File: src/rtl/mem_unit_pkg.sv
// Shared types and defaults for the memory subsystem.
// State encoding, MEM_RW polarity and default widths.
package mem_unit_pkg;

  typedef enum logic [1:0] {
    S_IDLE = 2'd0,
    S_BUSY = 2'd1,
    S_DONE = 2'd2
  } state_e;

  localparam logic RW_RD = 1'b1;
  localparam logic RW_WR = 1'b0;

  localparam int DEF_ADDR_W  = 6;
  localparam int DEF_DATA_W  = 16;
  localparam int DEF_LATENCY = 3;
  localparam int CNT_W       = 4;

endpackage

File: src/rtl/mem_array.sv
// Single-port word RAM: synchronous write, registered read.
// rdata reflects the word at addr as of the previous edge.
module mem_array #(
  parameter int ADDR_W = 6,
  parameter int DATA_W = 16
) (
  input  logic              clk,
  input  logic              we,
  input  logic [ADDR_W-1:0] addr,
  input  logic [DATA_W-1:0] wdata,
  output logic [DATA_W-1:0] rdata
);

  logic [DATA_W-1:0] mem [2**ADDR_W];
  logic [DATA_W-1:0] rdata_q;

  always_ff @(posedge clk) begin
    if (we) begin
      mem[addr] <= wdata;
    end
    rdata_q <= mem[addr];
  end

  assign rdata = rdata_q;

endmodule

File: src/rtl/mem_unit.sv
// MAR/MDR, access sequencer and MFC handshake around mem_array.
// Accepts a request on the rising edge of MEM_EN, completes after LATENCY.
module mem_unit
  import mem_unit_pkg::*;
#(
  parameter int ADDR_W  = DEF_ADDR_W,
  parameter int DATA_W  = DEF_DATA_W,
  parameter int LATENCY = DEF_LATENCY
) (
  input  logic              clk,
  input  logic              reset,
  input  logic [DATA_W-1:0] bus_in,
  input  logic              MAR_write,
  input  logic              MDR_write,
  input  logic              MDR_read,
  input  logic              MEM_EN,
  input  logic              MEM_RW,
  output logic [DATA_W-1:0] bus_out,
  output logic              bus_oe,
  output logic              MFC,
  output logic              busy
);

  localparam logic [CNT_W-1:0] CNT_INIT = CNT_W'(LATENCY - 1);

  state_e             state_q, state_d;
  logic [CNT_W-1:0]   cnt_q, cnt_d;
  logic [ADDR_W-1:0]  mar_q, mar_d;
  logic [ADDR_W-1:0]  addr_q, addr_d;
  logic [DATA_W-1:0]  mdr_q, mdr_d;
  logic               rw_q, rw_d;
  logic               en_q, en_d;
  logic               req;
  logic               ram_we;
  logic [ADDR_W-1:0]  ram_addr;
  logic [DATA_W-1:0]  ram_rdata;

  assign req = MEM_EN & ~en_q;
  assign en_d = MEM_EN;

  // RAM read is registered, so point it at MAR while idle to have the
  // word ready by the completion edge even when LATENCY is 1.
  assign ram_addr = (state_q == S_IDLE) ? mar_q : addr_q;

  always_comb begin
    state_d = state_q;
    cnt_d   = cnt_q;
    mar_d   = mar_q;
    addr_d  = addr_q;
    mdr_d   = mdr_q;
    rw_d    = rw_q;
    ram_we  = 1'b0;
    unique case (state_q)
      S_IDLE: begin
        if (MAR_write) mar_d = bus_in[ADDR_W-1:0];
        if (MDR_write) mdr_d = bus_in;
        if (req) begin
          addr_d  = mar_q;
          rw_d    = MEM_RW;
          cnt_d   = CNT_INIT;
          state_d = S_BUSY;
        end
      end
      S_BUSY: begin
        if (cnt_q == '0) begin
          state_d = S_DONE;
          if (rw_q == RW_RD) mdr_d = ram_rdata;
          else ram_we = ~reset;
        end else begin
          cnt_d = cnt_q - 1'b1;
        end
      end
      S_DONE: begin
        state_d = S_IDLE;
      end
      default: begin
        state_d = S_IDLE;
      end
    endcase
  end

  always_ff @(posedge clk) begin
    if (reset) begin
      state_q <= S_IDLE;
      cnt_q   <= '0;
      mar_q   <= '0;
      addr_q  <= '0;
      mdr_q   <= '0;
      rw_q    <= RW_WR;
      en_q    <= 1'b0;
    end else begin
      state_q <= state_d;
      cnt_q   <= cnt_d;
      mar_q   <= mar_d;
      addr_q  <= addr_d;
      mdr_q   <= mdr_d;
      rw_q    <= rw_d;
      en_q    <= en_d;
    end
  end

  mem_array #(
    .ADDR_W(ADDR_W),
    .DATA_W(DATA_W)
  ) u_array (
    .clk  (clk),
    .we   (ram_we),
    .addr (ram_addr),
    .wdata(mdr_q),
    .rdata(ram_rdata)
  );

  assign bus_out = MDR_read ? mdr_q : '0;
  assign bus_oe  = MDR_read;
  assign MFC     = (state_q == S_DONE);
  assign busy    = (state_q != S_IDLE);

endmodule
File: config.mk
export PLATFORM = sky130hd
export DESIGN_NAME = mem_unit
export DESIGN_NICKNAME = d
export VERILOG_FILES = /design/src/rtl/mem_unit_pkg.sv /design/src/rtl/mem_array.sv /design/src/rtl/mem_unit.sv
export SDC_FILE = /design/constraint.sdc
export NUM_CORES = 1
export LEC_CHECK = 0
export CAP_MARGIN = 5
export CELL_PAD_IN_SITES_DETAIL_PLACEMENT = 1
export CELL_PAD_IN_SITES_GLOBAL_PLACEMENT = 1
export CORE_ASPECT_RATIO = 1.4
export CORE_UTILIZATION = 45
export DETAILED_ROUTE_END_ITERATION = 7
export DONT_BUFFER_PORTS = 1
export PLACE_DENSITY_LB_ADDON = 0.1
export SLEW_MARGIN = 0
export SYNTH_ARGS = -nofsm -noshare
export SYNTH_HDL_FRONTEND = slang
export SYNTH_SLANG_ARGS = --single-unit
File: constraint.sdc
create_clock -name clk -period 4.38 [get_ports clk]
set_input_delay 0.657 -clock clk [delete_from_list [all_inputs] [get_ports clk]]
set_output_delay 0.657 -clock clk [all_outputs]
set_load 0.005 [all_outputs]
==> impl_metrics.toml <==
[yosys]
synth_cells = 2463
syn_avg_cell_area_um2 = 16.4
synth-seq-area-share = 0.785
ys.flop_type = "edfxtp_1"
syn-cell-area_um2 = 40500
yosys.cell_types.count = 62
synth_edf_count = 1024
yosysWarnings = 0
ys_ff_latch = 1076
ys_async_sr_fraction = 0
syn_nets = 2487

[layout]
layout_commonest_cell = "edfxtp_1"
fillCellCount = 8264
areaGrowthSynthToFinish_pct = 15.0
drive_gt1_frac = 0.156
layout_common_cells = "edfxtp_1, a22oi_1, buf_4, nand2_1, nor2_1"
final_util = 0.524
num-nets-final = 2650

[global_routing]
grt_pass1_vias = 25968
grt_pass1_wl_um = 202000
grt_start_max_net_pins = 67
grt-ovfl-total = 0
globalRouteTotalUtil = 0.317
antenna_found_initial = 9

[detailed_routing]
ant_nets = 0
routed_wl_um = 145000
wl_per_cell_um = 37.3
dr_total_vias = 25372
viasPerCell = 6.51
drt_iter0_drc = 3219
drc = 0
drtPass1Iterations = 8

[critical_path]
worstSetupStartpointType = "flip-flop"
crit_slowest_cell = "mux2i_2"
crit_top_cell = "buf_4"
crit_start = "state_q[0]"
worstPathRequired_ns = 5.02
critPathKind = "reg2reg"
cp_cell_sequence = "nor2_1 > buf_4 > mux2i_2 > nand2_1 > buf_4 > o221ai_1 > or4_1"
max_stage_delay_ns = 0.98
path_buf_inv = 2
arrival_ns = 4.90
critical-path-top-delay-family = "simple AND/OR/NAND/NOR gates"
end_kind = "flip-flop"
r2r-start = "state_q[0]"
crit_fanout = 15

[placed_design]
routabilityCongestion = 0.910
portBuffers = 0
place_hpwl_um = 91400

[clock_network]
cts.reportedPaths.clkPinSlew_ns = 0.06
cts_setup_buffers = 0
worstSkewPairLatency_ns = 0.71
clock_path_buffers = 3
htree_levels = 3
clock-sinks = 1076
ctsRootBufferMaster = "clkbuf_16"
cts_tree = "yes"
cts_buffers = 104

[pwr]
power.leakage_nw = 14.7
power_switching_mw = 5.42
p_clk_frac = 0.395
intPower_mw = 16.9
swShare = 0.242
combPwrFrac = 0.082
p_seq_frac = 0.524
total_power_mw = 22.4
power_density_nw_per_um2 = 480
ir_drop_mv = 0.290

[sta]
rsz0062_at_grt = "false"
slew_violations = 0
worstMarginPinSlew_ns = 1.24
period_minus_slack_ns = 4.25
fmax_mhz = 235
fin_skew_ns = 0.0363
hold_viol = 0
slew_headroom = 0.158
setup_viol = 0
finalCritPeriodShare = 0.971

[floorplan]
die_area_um2 = 91200
core_area_um2 = 88800
ioPinCount = 42
start_util = 0.456
die_h_um = 357
num_rows = 129
die_width_um = 256

[hold_path]
hold_class = "in2reg"
hp-start = "reset"

[status]
status = "finished, final reports clean"

[run]
max-cap-violations = 0
-- layer usage --
| layer | GRT usage | vias up | part of all wire | wire (um) |
|---|---|---|---|---|
| li1 | - | 10444 | - | - |
| met2 | 0.522 | 1176 | 0.48 | 69700 |
| met4 | 0.180 | 6 | 0.060 | 8790 |
| met5 | 0 | - | 0.00027 | 39 |
| met1 | 0.400 | 13431 | 0.38 | 56000 |
| met3 | 0.0551 | 315 | 0.075 | 11000 |
-- path summary, 6_finish.rpt --
| path | endpoint | slack, ns | cells past startpoint |
|---|---|---|---|
| setup / recovery | u_array.rdata[4] | 0.13 | 7 |
| hold / removal | cnt_q[2] | 0.04 | 1 |
| setup reg to reg | u_array.rdata[4] | 0.13 | 7 |
| hold reg to reg | mdr_q[11] | 0.46 | 2 |
-- cell type report --
class	count	area, um2	share of cell area
Antenna cell	7	17.5	0.000376
Clock buffer	127	2770	0.0595
Clock inverter	66	528	0.0113
Timing Repair Buffer	211	1770	0.0380
Sequential cell	1076	31800	0.683
Inverter	3	11.3	0.000242
Tap cell	1179	1480	0.0317
Multi-Input combinational cell	1230	8170	0.175
-- registers in the layout, indices dropped and copies added (netlist names) --
| register | cells |
|---|---|
| mar_q | 6 |
| en_q | 1 |
| addr_q | 6 |
| mdr_q | 16 |
| state_q | 2 |
| rw_q | 1 |
| u_array.rdata | 16 |
| u_array.mem | 1024 |
| cnt_q | 4 |
-- Yosys cell counts, drive strengths merged, types with 28 or more instances --
cell    number  share of area
a21oi       86          0.011
mux2i       52          0.013
dfxtp       52          0.026
buf         98          0.012
a221oi      73          0.016
o21ai       28         0.0036
a222oi      50          0.012
a31oi       80          0.012
nand2      192          0.018
a22o        71          0.015
a22oi      231          0.043
nor2       138          0.013
clkbuf      56         0.0052
edfxtp    1024           0.76
-- logic make-up (layout without fill, tap and decap cells) --
| family | after synthesis | after routing | share of synthesized area |
|---|---|---|---|
| other cells | 0 | 7 | 0 |
| flops | 1076 | 1076 | 0.785 |
| mux | 55 | 55 | 0.0138 |
| compound gates | 708 | 708 | 0.131 |
| fa+ha+maj | 1 | 1 | 0.000309 |
| simple gates | 464 | 464 | 0.0521 |
| xor+xnor | 2 | 2 | 0.000433 |
| buf+inv | 157 | 407 | 0.0173 |
-- through the flow --
stage,hold WS [ns],setup WS [ns],setup TNS [ns],instance area (um2),cells
6_report,0.0384,0.125,0,46500,3899
5_1_grt,0.0192,0.0242,0,46500,3894
4_1_cts,0.00123,0.237,0,46500,3892
3_5_place_dp,0.445,-0.121,-0.133,43200,3695
3_3_place_gp,0.439,-0.0210,-0.0210,43200,3695
2_1_floorplan,0.440,1.34,0,40500,2463
-- timing repair --
action / CTS / global route
resized for setup: 3 / 0
endpoints found under the setup margin: 3 / 0
hold buffers: 4 / 0
endpoints found under the hold margin: 15 / 0
-- power by group through the flow --
stage                     registers [mW]  clock network, mW  logic (mW)
after floorplan                     12.0                  0       0.764
after global placement              11.9                  0        1.76
after detailed placement            11.9                  0        1.79
after CTS                           11.7               8.93        1.81
after global routing                11.7               9.26        1.88
final                               11.7               8.83        1.82
No activity file was read; power rests on OpenSTA's default activity.
